==> src/rtl/uart_fifo_ctl.sv <==
// Memory-mapped UART: TX/RX FIFOs, TX drain FSM, level interrupt and the serial engines.
// DIVIDER is the number of clocks per serial bit, shared by transmitter and receiver.
module uart_fifo_ctl #(
   parameter logic [31:0] BASE_ADDR       = 32'h4000_0000,
   parameter int          PAYLOAD_BITS    = 8,
   parameter int          STOP_BITS       = 1,
   parameter int          TX_DEPTH        = 8,
   parameter int          RX_DEPTH        = 8,
   parameter int          DIV_BITS        = 16,
   parameter int          DEFAULT_DIVIDER = 556
) (
   input  logic        clk,
   input  logic        rst,
   input  logic [31:0] mem_addr,
   input  logic [31:0] mem_wdata,
   input  logic        mem_we,
   input  logic        mem_re,
   output logic [31:0] mem_rdata,
   output logic        uart_tx,
   input  logic        uart_rx,
   output logic        irq
);
   localparam int P     = PAYLOAD_BITS;
   localparam int TXW   = $clog2(TX_DEPTH);
   localparam int RXW   = $clog2(RX_DEPTH);
   localparam int TXC   = $clog2(TX_DEPTH + 1);
   localparam int RXC   = $clog2(RX_DEPTH + 1);
   localparam int FRAME = PAYLOAD_BITS + STOP_BITS + 1;

   typedef enum logic [1:0] {S_IDLE, S_LOAD, S_WAIT_BUSY, S_WAIT_DONE} tx_state_t;

   logic [DIV_BITS-1:0] r_divider;
   logic                r_tx_en, r_rx_en, r_ie_rx, r_ie_tx;
   logic                r_rx_ovf, r_rx_brk, r_tx_ovf, r_irq;
   tx_state_t           r_state;

   logic [P-1:0]        r_tx_mem [TX_DEPTH];
   logic [TXW-1:0]      r_tx_wr, r_tx_rd;
   logic [TXC-1:0]      r_tx_cnt;
   logic [P-1:0]        r_rx_mem [RX_DEPTH];
   logic [RXW-1:0]      r_rx_wr, r_rx_rd;
   logic [RXC-1:0]      r_rx_cnt;

   logic [FRAME-1:0]    r_utx_shift;
   logic [DIV_BITS-1:0] r_utx_cnt;
   logic [3:0]          r_utx_bits;
   logic                r_utx_busy, r_utx_start;
   logic [P-1:0]        r_utx_data;

   logic [1:0]          r_urx_sync;
   logic                r_urx_busy, r_urx_valid, r_urx_break;
   logic [DIV_BITS-1:0] r_urx_cnt;
   logic [3:0]          r_urx_bits;
   logic [P-1:0]        r_urx_data;

   logic [7:0]          w_off;
   logic                w_hit, w_wr, w_rd, w_ctrl_wr, w_status_wr;
   logic                w_tx_empty, w_tx_full, w_rx_empty, w_rx_full, w_tx_active;
   logic                w_tx_push_req, w_tx_push, w_tx_pop, w_tx_flush;
   logic                w_rx_push_req, w_rx_push, w_rx_pop, w_rx_flush;
   logic [DIV_BITS:0]   w_utx_inc, w_urx_inc, w_urx_target;
   logic                w_urx_line;
   logic                w_unused_wdata;

   assign w_off         = mem_addr[7:0];
   assign w_hit         = (mem_addr[31:8] == BASE_ADDR[31:8]);
   assign w_wr          = w_hit && mem_we;
   assign w_rd          = w_hit && mem_re;
   assign w_ctrl_wr     = w_wr && (w_off == 8'h0C);
   assign w_status_wr   = w_wr && (w_off == 8'h04);
   assign w_tx_empty    = (r_tx_cnt == TXC'(0));
   assign w_tx_full     = (r_tx_cnt == TXC'(TX_DEPTH));
   assign w_rx_empty    = (r_rx_cnt == RXC'(0));
   assign w_rx_full     = (r_rx_cnt == RXC'(RX_DEPTH));
   assign w_tx_active   = !w_tx_empty || (r_state != S_IDLE);
   assign w_tx_flush    = w_ctrl_wr && mem_wdata[4];
   assign w_rx_flush    = w_ctrl_wr && mem_wdata[5];
   assign w_tx_pop      = (r_state == S_LOAD) && !w_tx_empty;
   assign w_tx_push_req = w_wr && (w_off == 8'h00);
   assign w_tx_push     = w_tx_push_req && (!w_tx_full || w_tx_pop);
   assign w_rx_pop      = w_rd && (w_off == 8'h08) && !w_rx_empty;
   assign w_rx_push_req = r_urx_valid && r_rx_en;
   assign w_rx_push     = w_rx_push_req && (!w_rx_full || w_rx_pop);
   assign w_utx_inc     = {1'b0, r_utx_cnt} + (DIV_BITS+1)'(1);
   assign w_urx_inc     = {1'b0, r_urx_cnt} + (DIV_BITS+1)'(1);
   assign w_urx_target  = (r_urx_bits == 4'd0) ? {2'b00, r_divider[DIV_BITS-1:1]} : {1'b0, r_divider};
   assign w_urx_line    = r_urx_sync[1];
   assign w_unused_wdata = ^mem_wdata;
   assign uart_tx       = r_utx_shift[0];
   assign irq           = r_irq;

   // FIFO storage; contents are only meaningful between the pointers
   always_ff @(posedge clk) begin
      if (w_tx_push) r_tx_mem[r_tx_wr] <= mem_wdata[P-1:0];
      if (w_rx_push) r_rx_mem[r_rx_wr] <= r_urx_data;
   end

   // FIFO pointers and counts; a flush wins over any same-cycle push or pop
   always_ff @(posedge clk) begin
      if (rst || w_tx_flush) begin
         r_tx_wr <= '0; r_tx_rd <= '0; r_tx_cnt <= '0;
      end else begin
         if (w_tx_push) r_tx_wr <= r_tx_wr + TXW'(1);
         if (w_tx_pop)  r_tx_rd <= r_tx_rd + TXW'(1);
         r_tx_cnt <= r_tx_cnt + TXC'(w_tx_push) - TXC'(w_tx_pop);
      end
      if (rst || w_rx_flush) begin
         r_rx_wr <= '0; r_rx_rd <= '0; r_rx_cnt <= '0;
      end else begin
         if (w_rx_push) r_rx_wr <= r_rx_wr + RXW'(1);
         if (w_rx_pop)  r_rx_rd <= r_rx_rd + RXW'(1);
         r_rx_cnt <= r_rx_cnt + RXC'(w_rx_push) - RXC'(w_rx_pop);
      end
   end

   // Control, divider, sticky flags (set beats W1C) and registered interrupt
   always_ff @(posedge clk) begin
      if (rst) begin
         r_divider <= DIV_BITS'(DEFAULT_DIVIDER);
         {r_ie_tx, r_ie_rx, r_rx_en, r_tx_en} <= 4'b0000;
         {r_tx_ovf, r_rx_brk, r_rx_ovf, r_irq} <= 4'b0000;
      end else begin
         if (w_ctrl_wr) {r_ie_tx, r_ie_rx, r_rx_en, r_tx_en} <= mem_wdata[3:0];
         if (w_wr && (w_off == 8'h10)) r_divider <= mem_wdata[DIV_BITS-1:0];
         r_tx_ovf <= (w_tx_push_req && w_tx_full && !w_tx_pop) || (r_tx_ovf && !(w_status_wr && mem_wdata[7]));
         r_rx_ovf <= (w_rx_push_req && w_rx_full && !w_rx_pop) || (r_rx_ovf && !(w_status_wr && mem_wdata[5]));
         r_rx_brk <= r_urx_break || (r_rx_brk && !(w_status_wr && mem_wdata[6]));
         r_irq    <= (r_ie_rx && !w_rx_empty) || (r_ie_tx && w_tx_empty && (r_state == S_IDLE))
                     || r_rx_ovf || r_tx_ovf;
      end
   end

   // TX drain FSM: head is captured on leaving IDLE so a flush cannot corrupt a loaded frame
   always_ff @(posedge clk) begin
      if (rst) begin
         r_state <= S_IDLE; r_utx_start <= 1'b0; r_utx_data <= '0;
      end else begin
         r_utx_start <= 1'b0;
         case (r_state)
            S_IDLE: if (r_tx_en && !w_tx_empty) begin
               r_state     <= S_LOAD;
               r_utx_start <= 1'b1;
               r_utx_data  <= r_tx_mem[r_tx_rd];
            end
            S_LOAD:      r_state <= S_WAIT_BUSY;
            S_WAIT_BUSY: if (r_utx_busy) r_state <= S_WAIT_DONE;
            S_WAIT_DONE: if (!r_utx_busy) r_state <= S_IDLE;
            default:     r_state <= S_IDLE;
         endcase
      end
   end

   // Serial transmitter: start bit, payload LSB first, stop bits; line idles high
   always_ff @(posedge clk) begin
      if (rst) begin
         r_utx_shift <= '1; r_utx_cnt <= '0; r_utx_bits <= '0; r_utx_busy <= 1'b0;
      end else if (!r_utx_busy) begin
         r_utx_cnt  <= '0;
         r_utx_bits <= '0;
         if (r_utx_start) begin
            r_utx_shift <= {{STOP_BITS{1'b1}}, r_utx_data, 1'b0};
            r_utx_busy  <= 1'b1;
         end
      end else if (w_utx_inc >= {1'b0, r_divider}) begin
         r_utx_cnt   <= '0;
         r_utx_shift <= {1'b1, r_utx_shift[FRAME-1:1]};
         r_utx_bits  <= r_utx_bits + 4'd1;
         if (r_utx_bits == 4'(FRAME - 1)) r_utx_busy <= 1'b0;
      end else begin
         r_utx_cnt <= r_utx_cnt + DIV_BITS'(1);
      end
   end

   // Serial receiver: mid-bit sampling; a low stop bit with all-zero payload is a break
   always_ff @(posedge clk) begin
      if (rst) begin
         r_urx_sync <= 2'b11; r_urx_busy <= 1'b0; r_urx_cnt <= '0; r_urx_bits <= '0;
         r_urx_data <= '0; r_urx_valid <= 1'b0; r_urx_break <= 1'b0;
      end else begin
         r_urx_sync  <= {r_urx_sync[0], uart_rx};
         r_urx_valid <= 1'b0;
         r_urx_break <= 1'b0;
         if (!r_urx_busy) begin
            r_urx_cnt  <= '0;
            r_urx_bits <= '0;
            if (!w_urx_line) r_urx_busy <= 1'b1;
         end else if (w_urx_inc >= w_urx_target) begin
            r_urx_cnt  <= '0;
            r_urx_bits <= r_urx_bits + 4'd1;
            if (r_urx_bits == 4'd0) begin
               if (w_urx_line) r_urx_busy <= 1'b0;
            end else if (r_urx_bits <= 4'(P)) begin
               r_urx_data <= {w_urx_line, r_urx_data[P-1:1]};
            end else begin
               r_urx_busy  <= 1'b0;
               r_urx_valid <= w_urx_line;
               r_urx_break <= !w_urx_line && (r_urx_data == '0);
            end
         end else begin
            r_urx_cnt <= r_urx_cnt + DIV_BITS'(1);
         end
      end
   end

   // Register read mux; zero outside a hit read
   always_comb begin
      mem_rdata = 32'h0000_0000;
      if (w_rd) begin
         case (w_off)
            8'h04:   mem_rdata = {24'h00_0000, r_tx_ovf, r_rx_brk, r_rx_ovf, w_rx_full,
                                  w_rx_empty, w_tx_empty, w_tx_full, w_tx_active};
            8'h08:   mem_rdata = w_rx_empty ? 32'h0000_0000 : 32'(r_rx_mem[r_rx_rd]);
            8'h0C:   mem_rdata = {28'h000_0000, r_ie_tx, r_ie_rx, r_rx_en, r_tx_en};
            8'h10:   mem_rdata = 32'(r_divider);
            8'h14:   mem_rdata = {16'(r_tx_cnt), 16'(r_rx_cnt)};
            default: mem_rdata = 32'h0000_0000;
         endcase
      end else begin
         mem_rdata = 32'h0000_0000;
      end
   end
endmodule

==> config.mk <==
export PLATFORM = sky130hd
export DESIGN_NAME = uart_fifo_ctl
export DESIGN_NICKNAME = d
export VERILOG_FILES = /design/src/rtl/uart_fifo_ctl.sv
export SDC_FILE = /design/constraint.sdc
export NUM_CORES = 1
export LEC_CHECK = 0
export ABC_AREA = 0
export ABC_CLOCK_PERIOD_IN_PS = 6150
export BUFFER_PORTS_ARGS = -buffer_cell sky130_fd_sc_hd__clkbuf_2
export CORE_MARGIN = 1
export CORE_UTILIZATION = 45
export DETAILED_ROUTE_END_ITERATION = 8
export PLACE_DENSITY = 0.66
export SETUP_SLACK_MARGIN = 0.1
export SLEW_MARGIN = 15
export SYNTH_ARGS = -nofsm -noshare
export SYNTH_HDL_FRONTEND = slang
export SYNTH_SLANG_ARGS = --single-unit
export TNS_END_PERCENT = 20
==> constraint.sdc <==
create_clock -name clk -period 6.15 [get_ports clk]
set_input_delay 1.23 -clock clk [delete_from_list [all_inputs] [get_ports clk]]
set_output_delay 1.23 -clock clk [all_outputs]
set_load 0.005 [all_outputs]
==> run summary <==
The leftover overflow at the end of global routing is 0, and the fraction of the yosys area taken by sequential cells is 0.539. At the end of routability-driven placement, the weighted congestion stood at 0.834. Before antenna repair, the detailed router went through 5 iterations.

The post-synthesis share of cell area spent on full adders, half adders and majority gates is 0.0648, and the post-synthesis compound-gate area fraction is 0.0729. The die covers 0.0265 mm^2. After filler insertion, the fill cell instance count of the layout stands at 2226.

The area fraction of the dominant cell type after synthesis works out to 0.331. The logs give 220 MHz for the maximum achievable frequency and 26 for the number of clock buffers inserted by TritonCTS. The largest single stage delay on the critical path is 0.57 ns.

Share of the clock period used by the worst path: 0.738. The synthesis-to-layout area growth is 13.2%, and the number of cells on the critical path is 8. The number of cells traversed by the worst register-to-register path was 12; the number of clock sinks seen by CTS was 249.

The number of enable flip-flop cells after synthesis works out to 128. The die span in x is 163 um. Setup repair after global routing left no endpoint under its margin. The kind of capture point of the worst setup path was an output port. For the worst-skew pair, the clock arrives at the later sink with an insertion delay of 0.53 ns. The initialized floorplan defines 58 standard-cell rows.

The number of gates resized after CTS was 0. The run gives 63 as the number of distinct standard cells referenced by the synthesized netlist. For the buffer count from post-CTS setup fixing, the log shows 0. The die boundary height was 163 um; the proportion of register bits with asynchronous set or reset after synthesis was 0. The run gives 0.185 as the total global routing track utilization. The worst-margin pin slew was 0.951 ns; the DRC violation count after routing was 0. The main combinational cell family by area after synthesis was simple AND/OR/NAND/NOR gates. The total number of vias was 7652. After the last flow step, the layout net total stands at 1197.

The number of cells on the worst hold path was 1. The type of the worst min-delay path is reg -> reg. The cell area power density is 262 mW/mm^2. The run gives 0 as the number of slew-limit violations in the final report. Entering global routing, the biggest net connects 38 pins. Each instance of the synthesized netlist takes up on average 11.6 um^2. Traced cell by cell, the critical path runs through clkbuf_2 -> or4_4 -> nor2_1 -> nand3_1 -> o22ai_1 -> a21oi_1 -> nor2_1 -> clkbuf_2. In this run the register-to-register setup slack is 2.12 ns. Along the worst path, the maximum fanout reaches 10. The logs give 0 for the final antenna-violating net count and 0 for the hold-fix buffer count after cts. Across the run, the number of max-cap violations was 0. The logs give 0 for the number of warnings reported in the yosys synthesis log and 0.363 for the headroom to the max-slew limit. The startpoint kind of the worst setup timing path is a primary input.

The synthesized design contains 249 register bits. The logs give 5.01 nW for the static power due to leakage and 0.0116 mm^2 for the area of the mapped netlist. Finished layout cell area: 0.0132 mm^2. After detailed routing, the number of vias per cell comes to 5.39. After the first detailed-routing iteration, the DRC count stood at 643. The post-synthesis instance total was 1001; the final-layout setup total negative slack was 0 ns.

The tools report the maximum level of the CTS H-tree as 1. For the area of the placeable core, the log shows 0.0253 mm^2. Cell area after placement: 0.0123 mm^2.

TritonCTS built the clock tree. Wires add up to 24.0 mm. Synthesized-area fraction occupied by and/or/nand/nor cells: 0.146.

The cell count after placement was 1371; the hold violation total from the final report was 0. The most used flip-flop cell after synthesis is edfxtp_1. The run gives 0 as the number of antenna violations at the first check in global routing. The effective utilization at floorplan is 0.461, and the detailed placer's ending HPWL is 17.1 mm.

edfxtp_1 takes more of the synthesized area than any other cell. The critical path in this run is classified as in -> out. The area share of xor/xnor cells in the synthesized design is 0.0301, and the number of ports placed on the die boundary is 103.

Clock root buffer master: clkbuf_16. The critical path contains buffers and inverters numbering 2 combined. The repair_antennas step left the layout with diodes totalling 0. The clock-pin slew on the worst setup and hold paths works out to 0.06 ns. IR analysis of the VDD net gives a maximum drop of 0.000190 V.

The post-route minimum period was 4.54 ns. Counting along the longest clock path gives a buffer depth of 3. The critical-path cell with the highest stage delay is or4_4. At the worst endpoint, the required time is 4.92 ns. The wire length per cell came out at 16.9 um. In the post-synthesis netlist, the biggest area contributors are edfxtp_1 (33%), dfxtp_1 (21%), mux4_2 (6.2%). The share of synthesized area spent on multiplexers came out at 0.105. Port buffering added 74 buffers. The category of cells accounting for the largest share of critical-path delay was simple AND/OR/NAND/NOR gates. The number of standard cells in the layout, taps in and fillers out is 1419, and the critical path arrival is 3.31 ns.

The run finished with clean final reports. Proportion of layout cells with a drive suffix above 1: 0.165. The tools report the worst-case clock skew as 0.0105 ns.

Setup violations remaining at the end of the flow were counted as 0. The via count of the first global-routing pass is 7196, and the first-pass GRT wire length is 38.5 mm.
sequential cells by signal (all words and copies together) (netlist names), 2 cells and up, named ones only:
| name | flops |
|---|---|
| r_divider | 16 |
| r_rx_cnt | 4 |
| r_rx_mem | 64 |
| r_rx_rd | 3 |
| r_rx_wr | 3 |
| r_state | 2 |
| r_tx_cnt | 4 |
| r_tx_mem | 64 |
| r_tx_rd | 3 |
| r_tx_wr | 3 |
| r_urx_bits | 4 |
| r_urx_cnt | 16 |
| r_urx_data | 8 |
| r_urx_sync | 2 |
| r_utx_bits | 4 |
| r_utx_cnt | 16 |
| r_utx_data | 8 |
| r_utx_shift | 9 |
layout by cell type, fill, tap and decap left out, drive strengths merged, types with 15 or more instances in the layout:
master    n
ha       57
nand3    31
o21ai    19
edfxtp  128
clkbuf  112
inv      56
nand4    15
mux2i    44
xor2     18
a21oi    48
xnor2    22
nor2b    29
mux4     32
nor2     85
nand2    70
nor3     24
nand2b   17
dfxtp   121
area by class of cell:
class / instances / area, um^2 / area share
Sequential cell: 249 / 6270 / 0.476
Clock inverter: 10 / 125 / 0.00950
Inverter: 56 / 210 / 0.0160
Timing Repair Buffer: 83 / 438 / 0.0333
Tap cell: 330 / 413 / 0.0314
Clock buffer: 38 / 777 / 0.0590
Multi-Input combinational cell: 653 / 4940 / 0.375
where the power goes:
part           leakage (nW)  switching [mW]  internal (mW)
Clock                 0.435           0.630          0.997
Combinational          2.28          0.0502         0.0317
Sequential             2.30         0.00504           1.74
Yosys cell counts (6+ instances only):
cell type,number
inv_1,56
nand2b_1,16
nor3b_1,6
buf_4,12
a211oi_1,13
a21o_1,7
ha_1,57
and2_1,8
nand4_1,15
nand3_1,31
clkbuf_1,24
nor4_1,11
nand2_1,70
dfxtp_1,121
a21oi_1,48
nor2_1,85
a311oi_1,9
xnor2_1,22
and3_1,9
o21ai_0,19
nor3_1,22
xor2_1,18
mux2i_1,44
edfxtp_1,128
mux4_2,32
or3_1,6
nor2b_1,29
buf_2,13
worst paths after layout:
path / from / endpoint
setup / recovery: mem_addr[0] / mem_rdata[4]
hold / removal: r_urx_sync[0] / r_urx_sync[1]
setup reg to reg: r_urx_cnt[0] / r_urx_data[1]
hold reg to reg: r_urx_sync[0] / r_urx_sync[1]
stage by stage:
step	total power, mW	worst slack [ns]	util	hold slack, ns
2_1_floorplan	1.83	2.14	-	0.389
4_1_cts	3.49	1.57	0.522	0.439
3_5_place_dp	1.86	1.58	0.486	0.408
3_3_place_gp	1.86	1.62	0.486	0.424
6_report	3.45	1.61	0.522	0.445
5_1_grt	3.56	1.47	0.522	0.468
routing by layer:
layer | part of all wire | global-route usage | up-vias
met1 | 0.49 | 0.273 | 3691
met2 | 0.45 | 0.289 | 181
li1 | - | - | 3757
met4 | 0.012 | 0.0382 | 0
met5 | 0 | 0 | -
met3 | 0.052 | 0.0265 | 23
worst register-to-register path: stages, from the launching register on:
cell	delay, ns
dfxtp_1	0.39
ha_1	0.23
nand2_1	0.08
nor3_1	0.52
nand2_1	0.15
xnor2_1	0.18
ha_1	0.33
nand4_1	0.20
nor4_1	0.31
a41oi_1	0.14
nand4_1	0.42
nand4b_1	0.65
mux2i_1	0.34
cells by family (layout without fill, tap and decap cells):
family          after synthesis  in the layout
flops                       249            249
buf+inv                     110            187
fa+ha+maj                    59             59
other cells                   1             12
mux                          81             81
compound gates              129            129
xor+xnor                     40             40
simple gates                332            332
No activity file was read; power rests on OpenSTA's default activity.
